--- config.mk ---
export PLATFORM = sky130hd
export DESIGN_NAME = uart_tx_periph_flat
export DESIGN_NICKNAME = d
export VERILOG_FILES = /design/src/rtl/uart_pkg.sv /design/src/rtl/uart_tx_periph_if.sv /design/src/rtl/uart_tx_periph_sync_fifo.sv /design/src/rtl/uart_tx_periph.sv /design/src/flat_wrapper.sv
export SDC_FILE = /design/constraint.sdc
export NUM_CORES = 1
export LEC_CHECK = 0
export CAP_MARGIN = 10
export CORE_MARGIN = 4
export CORE_UTILIZATION = 44
export CTS_BUF_LIST = sky130_fd_sc_hd__clkbuf_4 sky130_fd_sc_hd__clkbuf_8
export CTS_CLUSTER_DIAMETER = 80
export DETAILED_ROUTE_END_ITERATION = 8
export DONT_BUFFER_PORTS = 1
export PLACE_DENSITY_LB_ADDON = 0.2
export SLEW_MARGIN = 10
export SYNTH_ARGS = -nofsm -noshare
export SYNTH_HDL_FRONTEND = slang
export SYNTH_SLANG_ARGS = --single-unit
--- constraint.sdc ---
create_clock -name clk_100m_i -period 6.05 [get_ports clk_100m_i]
set_clock_uncertainty 0.15 [all_clocks]
set_input_delay 0.3025 -clock clk_100m_i [delete_from_list [all_inputs] [get_ports clk_100m_i]]
set_output_delay 0.3025 -clock clk_100m_i [all_outputs]
set_load 0.05 [all_outputs]
--- src/rtl/uart_pkg.sv ---
`default_nettype none
// +----------------------------------------------------------------------+
// | Module : uart_pkg                                                    |
// | Brief  : shared types and register map for the UART TX peripheral    |
// | Rev    : 1.0                                                         |
// +----------------------------------------------------------------------+
package uart_pkg;

  typedef enum logic [1:0] {
    TX_IDLE  = 2'd0,
    TX_START = 2'd1,
    TX_DATA  = 2'd2,
    TX_STOP  = 2'd3
  } tx_state_e;

  localparam logic ADDR_DATA   = 1'b0;
  localparam logic ADDR_STATUS = 1'b1;

  localparam int STAT_BUSY    = 0;
  localparam int STAT_EMPTY   = 1;
  localparam int STAT_FULL    = 2;
  localparam int STAT_OVF     = 3;
  localparam int STAT_COUNT   = 8;
  localparam int CTRL_CLR_OVF = 3;

endpackage
`default_nettype wire

--- src/rtl/uart_tx_periph_if.sv ---
`default_nettype none
// +----------------------------------------------------------------------+
// | Module : uart_tx_periph_if                                           |
// | Brief  : core data-bus port of the UART TX peripheral                |
// | Rev    : 1.0                                                         |
// +----------------------------------------------------------------------+
interface uart_tx_periph_if;

  logic        we_i;
  logic        re_i;
  logic        addr_i;
  logic [31:0] wdata_i;
  logic [31:0] rdata_o;

  modport master (
    output we_i,
    output re_i,
    output addr_i,
    output wdata_i,
    input  rdata_o
  );

  modport slave (
    input  we_i,
    input  re_i,
    input  addr_i,
    input  wdata_i,
    output rdata_o
  );

endinterface
`default_nettype wire

--- src/rtl/uart_tx_periph_sync_fifo.sv ---
`default_nettype none
// +----------------------------------------------------------------------+
// | Module : sync_fifo                                                   |
// | Brief  : first-word fall-through FIFO, push accepted when full+pop    |
// | Rev    : 1.0                                                         |
// +----------------------------------------------------------------------+
module sync_fifo #(
  parameter int WIDTH = 8,
  parameter int DEPTH = 16
) (
  input  wire logic                     clk,
  input  wire logic                     rst,
  input  wire logic                     i_push,
  input  wire logic                     i_pop,
  input  wire logic [WIDTH-1:0]         i_data,
  output logic      [WIDTH-1:0]         o_data,
  output logic                          o_full,
  output logic                          o_empty,
  output logic      [$clog2(DEPTH):0]   o_count
);

  localparam int AW = $clog2(DEPTH);

  logic [WIDTH-1:0] r_mem [DEPTH];
  logic [AW-1:0]    r_wptr;
  logic [AW-1:0]    r_rptr;
  logic [AW:0]      r_count;
  logic             w_do_push;
  logic             w_do_pop;

  assign o_full    = (r_count == (AW+1)'(DEPTH));
  assign o_empty   = (r_count == '0);
  assign w_do_pop  = i_pop && !o_empty;
  // A pop frees a slot in the same cycle, so a full FIFO still accepts
  assign w_do_push = i_push && (!o_full || w_do_pop);
  assign o_data    = r_mem[r_rptr];
  assign o_count   = r_count;

  always_ff @(posedge clk) begin
    if (rst) begin
      r_wptr  <= '0;
      r_rptr  <= '0;
      r_count <= '0;
    end else begin
      if (w_do_push) r_wptr <= r_wptr + AW'(1);
      if (w_do_pop)  r_rptr <= r_rptr + AW'(1);
      case ({w_do_push, w_do_pop})
        2'b10:   r_count <= r_count + (AW+1)'(1);
        2'b01:   r_count <= r_count - (AW+1)'(1);
        default: r_count <= r_count;
      endcase
    end
  end

  always_ff @(posedge clk) begin
    if (w_do_push) r_mem[r_wptr] <= i_data;
  end

endmodule
`default_nettype wire

--- src/rtl/uart_tx_periph.sv ---
`default_nettype none
// +----------------------------------------------------------------------+
// | Module : uart_tx_periph                                              |
// | Brief  : memory-mapped 8N1 UART transmitter with TX FIFO and status  |
// | Rev    : 1.0                                                         |
// +----------------------------------------------------------------------+
module uart_tx_periph
  import uart_pkg::*;
#(
  parameter int CLK_FREQ_HZ = 100_000_000,
  parameter int BAUD_RATE   = 115_200,
  parameter int FIFO_DEPTH  = 16
) (
  input  wire logic        clk_100m_i,
  input  wire logic        rst_i,
  uart_tx_periph_if.slave  bus,
  output logic             tx_o,
  output logic             busy_o
);

  localparam int DIV = CLK_FREQ_HZ / BAUD_RATE;
  localparam int CW  = (DIV > 1) ? $clog2(DIV) : 1;
  localparam int AW  = $clog2(FIFO_DEPTH);

  if (DIV < 2) begin : g_div_check
    $error("uart_tx_periph: CLK_FREQ_HZ/BAUD_RATE must be at least 2");
  end
  if ((FIFO_DEPTH < 2) || ((FIFO_DEPTH & (FIFO_DEPTH - 1)) != 0)) begin : g_depth_check
    $error("uart_tx_periph: FIFO_DEPTH must be a power of two >= 2");
  end

  tx_state_e   r_state, w_state_nxt;
  logic [CW-1:0] r_baud, w_baud_nxt;
  logic [2:0]  r_bit, w_bit_nxt;
  logic [7:0]  r_shift, w_shift_nxt;
  logic        r_tx, w_tx_nxt;
  logic        r_ovf;
  logic [31:0] r_rdata;
  logic [31:0] w_status;
  logic        w_pop;
  logic        w_push;
  logic        w_baud_end;
  logic [7:0]  w_fifo_data;
  logic        w_full;
  logic        w_empty;
  logic [AW:0] w_count;
  logic        w_ovf_set;
  logic        w_ovf_clr;
  logic        w_unused_wdata;

  assign w_push         = bus.we_i && (bus.addr_i == ADDR_DATA);
  assign w_ovf_set      = w_push && w_full && !w_pop;
  assign w_ovf_clr      = bus.we_i && (bus.addr_i == ADDR_STATUS) && bus.wdata_i[CTRL_CLR_OVF];
  assign w_unused_wdata = ^bus.wdata_i[31:8];

  sync_fifo #(
    .WIDTH (8),
    .DEPTH (FIFO_DEPTH)
  ) u_fifo (
    .clk     (clk_100m_i),
    .rst     (rst_i),
    .i_push  (w_push),
    .i_pop   (w_pop),
    .i_data  (bus.wdata_i[7:0]),
    .o_data  (w_fifo_data),
    .o_full  (w_full),
    .o_empty (w_empty),
    .o_count (w_count)
  );

  assign busy_o      = (r_state != TX_IDLE) || !w_empty;
  assign tx_o        = r_tx;
  assign bus.rdata_o = r_rdata;

  always_comb begin
    w_status                     = '0;
    w_status[STAT_BUSY]          = busy_o;
    w_status[STAT_EMPTY]         = w_empty;
    w_status[STAT_FULL]          = w_full;
    w_status[STAT_OVF]           = r_ovf;
    w_status[STAT_COUNT +: AW+1] = w_count;
  end

  assign w_baud_end = (r_baud == CW'(DIV - 1));

  // Line level is registered from the current state, so tx_o lags the FSM by one cycle
  always_comb begin
    w_state_nxt = r_state;
    w_baud_nxt  = r_baud;
    w_bit_nxt   = r_bit;
    w_shift_nxt = r_shift;
    w_tx_nxt    = 1'b1;
    w_pop       = 1'b0;
    case (r_state)
      TX_IDLE: begin
        if (!w_empty) begin
          w_pop       = 1'b1;
          w_shift_nxt = w_fifo_data;
          w_baud_nxt  = '0;
          w_bit_nxt   = '0;
          w_state_nxt = TX_START;
        end
      end
      TX_START: begin
        w_tx_nxt = 1'b0;
        if (w_baud_end) begin
          w_baud_nxt  = '0;
          w_bit_nxt   = '0;
          w_state_nxt = TX_DATA;
        end else begin
          w_baud_nxt = r_baud + CW'(1);
        end
      end
      TX_DATA: begin
        w_tx_nxt = r_shift[0];
        if (w_baud_end) begin
          w_baud_nxt  = '0;
          w_shift_nxt = {1'b0, r_shift[7:1]};
          if (r_bit == 3'd7) begin
            w_state_nxt = TX_STOP;
          end else begin
            w_bit_nxt = r_bit + 3'd1;
          end
        end else begin
          w_baud_nxt = r_baud + CW'(1);
        end
      end
      TX_STOP: begin
        if (w_baud_end) begin
          w_baud_nxt = '0;
          if (!w_empty) begin
            w_pop       = 1'b1;
            w_shift_nxt = w_fifo_data;
            w_bit_nxt   = '0;
            w_state_nxt = TX_START;
          end else begin
            w_state_nxt = TX_IDLE;
          end
        end else begin
          w_baud_nxt = r_baud + CW'(1);
        end
      end
      default: w_state_nxt = TX_IDLE;
    endcase
  end

  always_ff @(posedge clk_100m_i) begin
    if (rst_i) begin
      r_state <= TX_IDLE;
      r_baud  <= '0;
      r_bit   <= '0;
      r_shift <= '0;
      r_tx    <= 1'b1;
      r_ovf   <= 1'b0;
      r_rdata <= '0;
    end else begin
      r_state <= w_state_nxt;
      r_baud  <= w_baud_nxt;
      r_bit   <= w_bit_nxt;
      r_shift <= w_shift_nxt;
      r_tx    <= w_tx_nxt;
      if (w_ovf_set) begin
        r_ovf <= 1'b1;
      end else if (w_ovf_clr) begin
        r_ovf <= 1'b0;
      end
      if (bus.re_i) begin
        r_rdata <= (bus.addr_i == ADDR_STATUS) ? w_status : 32'h0;
      end
    end
  end

endmodule
`default_nettype wire

--- src/flat_wrapper.sv ---
// flat-port wrapper written by rule: the top's interface ports become plain ports
module uart_tx_periph_flat import uart_pkg::*;
#(
  parameter int CLK_FREQ_HZ = 100_000_000,
  parameter int BAUD_RATE   = 115_200,
  parameter int FIFO_DEPTH  = 16
)
  (clk_100m_i, rst_i, tx_o, busy_o, bus_we_i, bus_re_i, bus_addr_i, bus_wdata_i, bus_rdata_o);
  uart_tx_periph_if bus_i ();
  input  wire logic clk_100m_i;
  input  wire logic rst_i;
  output logic tx_o;
  output logic busy_o;
  input wire logic [$bits(bus_i.we_i)-1:0] bus_we_i;
  input wire logic [$bits(bus_i.re_i)-1:0] bus_re_i;
  input wire logic [$bits(bus_i.addr_i)-1:0] bus_addr_i;
  input wire logic [$bits(bus_i.wdata_i)-1:0] bus_wdata_i;
  output wire logic [$bits(bus_i.rdata_o)-1:0] bus_rdata_o;
  assign bus_i.we_i = bus_we_i;
  assign bus_i.re_i = bus_re_i;
  assign bus_i.addr_i = bus_addr_i;
  assign bus_i.wdata_i = bus_wdata_i;
  assign bus_rdata_o = bus_i.rdata_o;
  uart_tx_periph #(.CLK_FREQ_HZ(CLK_FREQ_HZ), .BAUD_RATE(BAUD_RATE), .FIFO_DEPTH(FIFO_DEPTH)) u_core (.clk_100m_i(clk_100m_i), .rst_i(rst_i), .bus(bus_i), .tx_o(tx_o), .busy_o(busy_o));
endmodule
=== After elaboration in Yosys (flattened, before gate mapping) ===
Memories as Yosys holds them, arrays and structs flattened. A register that Yosys moved wholly into a read port is not among the register bits.
Index checks and enable logic that the tools add are counted.

* Flip-flop bits (word level): 70
* RAM bits: 128
* Input port bits: 37
* Output and inout bits: 34
* Memories kept: 1

{| class="wikitable"
|+ Memories
! memory !! depth !! width !! read ports !! clocked after memory_dff !! wr ports !! RTL line !! source
|-
| u_core.u_fifo.r_mem || 16 || 8 || 1 || 1 || 1 || uart_tx_periph_sync_fifo.sv:24 || <nowiki>logic [WIDTH-1:0] r_mem [DEPTH];</nowiki>
|}

* $add $sub $neg: 6
* Equal/unequal tests: 14
* Mux-type cells: 32
* Bitwise operators: 1
* Reductions and logical operators: 22

{| class="wikitable"
|+ Operator list
! kind !! count
|-
| $mux 8 || 3
|-
| $pmux 8 s3 || 1
|-
| $mux 10 || 2
|-
| $pmux 10 s2 || 1
|-
| $mux 3 || 5
|-
| $mux 13 || 1
|-
| $pmux 3 s4 || 1
|-
| $add 10x1->10 const B || 1
|-
| $eq 10x10->1 const B || 1
|-
| $mux 2 || 5
|-
| $pmux 5 s2 || 1
|-
| $add 4x1->4 const B || 2
|-
| $mux 4 || 2
|-
| $ne 2x1->1 const B || 4
|-
| $pmux 2 s4 || 1
|-
| $logic_and 1x1->1 || 7
|-
| $mux 1 || 7
|-
| $eq 2x2->1 const B || 3
|-
| $reduce_bool 2->1 || 3
|-
| $add 5x1->5 const B || 1
|-
| $eq 5x5->1 const B || 1
|-
| $logic_not 5->1 || 1
|-
| $reduce_and 5->1 || 1
|-
| $sub 5x1->5 const B || 1
|-
| 13 further kinds || 19
|}

=== Longest topological paths before layout ===
* Depth after elaboration: 9
* Gate-level depth with buffers: 11
* Mapped depth without buffers: 10

=== By module ===
Synthesis repeated with hierarchy kept, for this count alone.

* Cells, all modules: 547
* Area total of the unflattened synthesis: 7786.2 um^2

{| class="wikitable"
|+ By module, submodules not included
! module !! times used !! cells each !! area an instance (um^2) !! seq. area each (um^2)
|-
| sync_fifo || 1 || 322 || 5854.4 || 4184.0
|-
| uart_tx_periph || 1 || 225 || 1931.9 || 680.7
|}

=== Least setup slack after synthesis ===
OpenSTA, ideal clock, no wires.

* Path kind: register -> register
* Start point: register u_core.r_baud[0]
* End point: memory u_core.u_fifo.r_mem[3][0], enable pin
* Arrival time: 2.263 ns
* Data required time: 5.517 ns
* Path slack: 3.254 ns
* Cell stages (with the launch flop): 7
* Buffers on the path: 0
* Clock period less this slack: 2.796 ns
* Cell sequence: dfxtp_1 -> ha_1 -> and4b_1 -> a41oi_1 -> o31ai_2 -> nand3_1 -> nor3_1

* Longest elaborated chain between the ends: 8

{| class="wikitable"
|+ RTL lines
! element !! RTL line !! source
|-
| start, declared || uart_tx_periph.sv:33 || <nowiki>logic [CW-1:0] r_baud, w_baud_nxt;</nowiki>
|-
| start signal, assigned || uart_tx_periph.sv:158 || <nowiki>r_baud <= w_baud_nxt;</nowiki>
|-
| $eq 10x10->1 || uart_tx_periph.sv:84 || <nowiki>assign w_baud_end = (r_baud == CW'(DIV - 1));</nowiki>
|-
| $mux 1 || uart_tx_periph.sv:129 || <nowiki>if (w_baud_end) begin</nowiki>
|-
| $pmux 1 s2 || uart_tx_periph.sv:94 || <nowiki>case (r_state)</nowiki>
|-
| $logic_and 1x1->1 || uart_tx_periph_sync_fifo.sv:33 || <nowiki>assign w_do_pop = i_pop && !o_empty;</nowiki>
|-
| $logic_or 1x1->1 || uart_tx_periph_sync_fifo.sv:35 || <nowiki>assign w_do_push = i_push && (!o_full || w_do_pop);</nowiki>
|-
| $logic_and 1x1->1 || uart_tx_periph_sync_fifo.sv:35 ||
|-
| $mux 1 || uart_tx_periph_sync_fifo.sv:56 || <nowiki>if (w_do_push) r_mem[r_wptr] <= i_data;</nowiki>
|-
| $mux 1 (implied by the code) || uart_tx_periph_sync_fifo.sv:56 ||
|-
| end, declared || uart_tx_periph_sync_fifo.sv:24 ||
|}

Every way passes these cells.

=== Final worst setup path ===
* Start point: register u_core.r_baud[0]
* End point: memory u_core.u_fifo.r_mem[15][5], enable pin

Same word-level chain as after synthesis.

==> impl_metrics.json <==
{
  "status": "complete, no violations",
  "synthCells": 526,
  "port_buffers": 0,
  "die_h_um": 140,
  "synthFlopType": "edfxtp_1",
  "cp_max_fo": 8,
  "grt_pass1_vias": 4121,
  "post-route-period-util": 0.568,
  "grt_start_max_net_pins": 52,
  "drt_iter0_drc": 251,
  "antenna_left": 0,
  "ys_seq_area_frac": 0.632,
  "maxCapViolCount": 0,
  "async_reset_ff_frac": 0,
  "yosysTopAreaCellShare": 0.499,
  "power.share.clock": 0.247,
  "end_kind": "flip-flop",
  "clock_latency_ns": 0.47,
  "die_w_um": 140,
  "clock_path_buffers": 2,
  "yosys.cell_count.top_type": "edfxtp_1",
  "yosys_register_bits": 179,
  "wl_per_cell_um": 19.4,
  "pwr-share-seq": 0.448,
  "worstHoldStart": "bus_addr_i",
  "switchingPower_mw": 1.17,
  "route.detailed.drc": 0,
  "multiInputGateArea_um2": 2580,
  "yosys_warnings": 0,
  "critical_path_arrival_ns": 3.38,
  "synthTopCellsByCount": "edfxtp_1 (128), dfxtp_1 (51), nor2_1 (41), mux4_2 (39), a21oi_1 (28)",
  "p_int_mw": 2.14,
  "slew_violations": 0,
  "ioPinCount": 71,
  "vias": 4273,
  "ff2ff_path_depth": 6,
  "cp.required_ns": 5.99,
  "cts.sinks": 179,
  "startpoint": "u_core.r_baud[0]$_SDFFE_PP0N_",
  "clk_pin_slew_ns": 0.10,
  "synthTopCellsByArea": "edfxtp_1 (50%), dfxtp_1 (13%), mux4_2 (11%)",
  "synth.distinct_cells": 60,
  "fin_crit_ns": 3.44,
  "globalplace.congestion": 0.806,
  "avgSynthCellArea_um2": 14.6,
  "nNetsFinal": 587,
  "htree_num_levels": 4,
  "grtUsageTotal": 0.157,
  "area_growth_pct": 8.68,
  "peakVddDrop_mv": 0.182,
  "cts_tree": "yes",
  "combPwrFrac": 0.305,
  "relSlewSlack": 0.364,
  "dp_hpwl_um": 9750,
  "num_rows": 48,
  "grt_setup_unrepaired": "no",
  "r2r_end": "u_core.u_fifo.r_mem[15][5]$_DFFE_PP_",
  "fmax_ghz": 0.291,
  "hold_viol": 0,
  "tightestPinTransition_ns": 0.951,
  "grt_pass1_wl_um": 23600,
  "min_to": "u_core.u_fifo.r_wptr[1]$_SDFFE_PP0P_",
  "nFillCells": 1453,
  "synth_enable_flop_cells": 128,
  "core_area_um2": 17200,
  "r2r_slack_ns": 2.61,
  "worstSetupPathType": "flip-flop to flip-flop",
  "cts_buffers": 17,
  "dieArea_um2": 19700,
  "initial_utilization": 0.447,
  "viasPerCell": 5.53,
  "clockRootBuffer": "clkbuf_8",
  "worst_hold_slack_ns": 0.0549,
  "drt-total-wl_um": 15000,
  "antenna_cells": 0,
  "ff_latch_area_um2": 4870,
  "r2r-start": "u_core.r_baud[0]$_SDFFE_PP0N_",
  "worst_setup_path_start_kind": "flip-flop",
  "hold_class": "input port to flip-flop",
  "setup_viol": 0,
  "whs_path_depth": 3,
  "p_per_area_nw_per_um2": 395,
  "antenna_found_initial": 0,
  "p_leak_nw": 2.70,
  "synth_area_um2": 7700,
  "synth_top_cell_by_area": "edfxtp_1",
  "dr.pass1.iters": 5,
  "switching_share": 0.354,
  "overflow": 0,
  "drive_above_1_share": 0.168,
  "tns_ns": 0
}
[routing by layer]
layer	vias up	GRT usage	wire [um]
li1	1996	-	-
met1	2168	0.220	6870
met2	94	0.251	7370
met3	15	0.0277	524
met4	0	0.0525	222
met5	-	0	0
[cell usage in the layout (no fill, tap or decap), types with 4 or more instances in the layout]
cell / instances
ha_1: 15
edfxtp_1: 128
nand2_1: 6
mux2i_1: 11
nand3b_1: 4
a211oi_1: 9
inv_6: 7
a21oi_1: 28
conb_1: 23
mux4_2: 39
nand2b_1: 14
nor3_1: 9
dfxtp_1: 50
nor2b_1: 8
and3_1: 5
nor2_1: 41
inv_1: 10
nand3_1: 25
dlygate4sd3_1: 14
nor4_1: 4
buf_4: 6
clkbuf_8: 17
o21ai_0: 11
[critical path, cell delays in order (launching register included)]
cell	delay, ns
dfxtp_1	0.38
ha_1	0.22
and4b_1	0.31
a41oi_1	0.30
o31ai_2	0.60
nand3_1	0.30
nor2_1	0.80
[cells by family (layout without fill, tap and decap cells)]
family                     Yosys count  after routing  share of synthesized area
adders and majority gates           15             15                     0.0244
DFF                                179            179                      0.632
AOI/OAI and AO/OA                   79             79                     0.0710
other                                1             23                   0.000487
xor gates and xnor gates             4              4                    0.00455
buffers and inverters               63             63                     0.0437
muxes                               53             53                      0.133
and+or+nand+nor                    132            132                     0.0904
[state kept, by name, indices dropped and copies added (netlist names), named ones only]
register,flops
u_core.r_ovf,1
u_core.u_fifo.r_mem,128
u_core.r_baud,10
u_core.tx_o,1
u_core.u_fifo.r_rptr,4
u_core.u_fifo.r_wptr,4
u_core.u_fifo.o_count,5
u_core.r_shift,8
u_core.r_state,2
u_core.r_bit,3
u_core.bus.rdata_o,9
[layout make-up]
type / count / area share
sequential: 179 / 0.582
multi-input combinational: 306 / 0.308
tap: 225 / 0.0337
clock buffer: 17 / 0.0280
timing repair buffer: 21 / 0.0245
clock inverter: 15 / 0.0194
inverter: 10 / 0.00449
[worst max path at each step]
stage | end | slack (ns) | cells after the start
5_1_grt | u_core.u_fifo.r_mem[12][1]$_DFFE_PP_ | 2.29 | 6
3_3_place_gp | u_core.u_fifo.r_mem[15][6]$_DFFE_PP_ | 2.66 | 6
3_5_place_dp | u_core.u_fifo.r_mem[7][2]$_DFFE_PP_ | 2.64 | 6
2_1_floorplan | u_core.u_fifo.r_mem[3][0]$_DFFE_PP_ | 3.25 | 6
4_1_cts | u_core.u_fifo.r_mem[7][7]$_DFFE_PP_ | 2.61 | 6
6_report | u_core.u_fifo.r_mem[15][5]$_DFFE_PP_ | 2.61 | 6
[stage by stage]
stage / instance area, um2 / setup slack [ns] / power, mW / std cells / utilization
after floorplan: 7780 / 3.25 / 2.32 / 548 / -
after global placement: 7810 / 2.66 / 2.48 / 726 / 0.453
after detailed placement: 7810 / 2.64 / 2.50 / 726 / 0.453
after CTS: 8360 / 2.61 / 3.33 / 773 / 0.485
after global routing: 8360 / 2.29 / 3.50 / 773 / 0.485
final: 8360 / 2.61 / 3.31 / 773 / 0.485
[repair_timing]
action,CTS,global route
setup buffers,0,0
hold endpoints to repair,179,0
hold buffers,15,0
resized for setup,0,0
[power by group through the flow]
stage | logic [mW] | registers (mW) | clock network [mW]
4_1_cts | 1.02 | 1.48 | 0.830
2_1_floorplan | 0.849 | 1.47 | 0
3_5_place_dp | 0.989 | 1.51 | 0
3_3_place_gp | 0.970 | 1.51 | 0
5_1_grt | 1.12 | 1.49 | 0.887
6_report | 1.01 | 1.48 | 0.816
(Power assumes the default switching activity.)
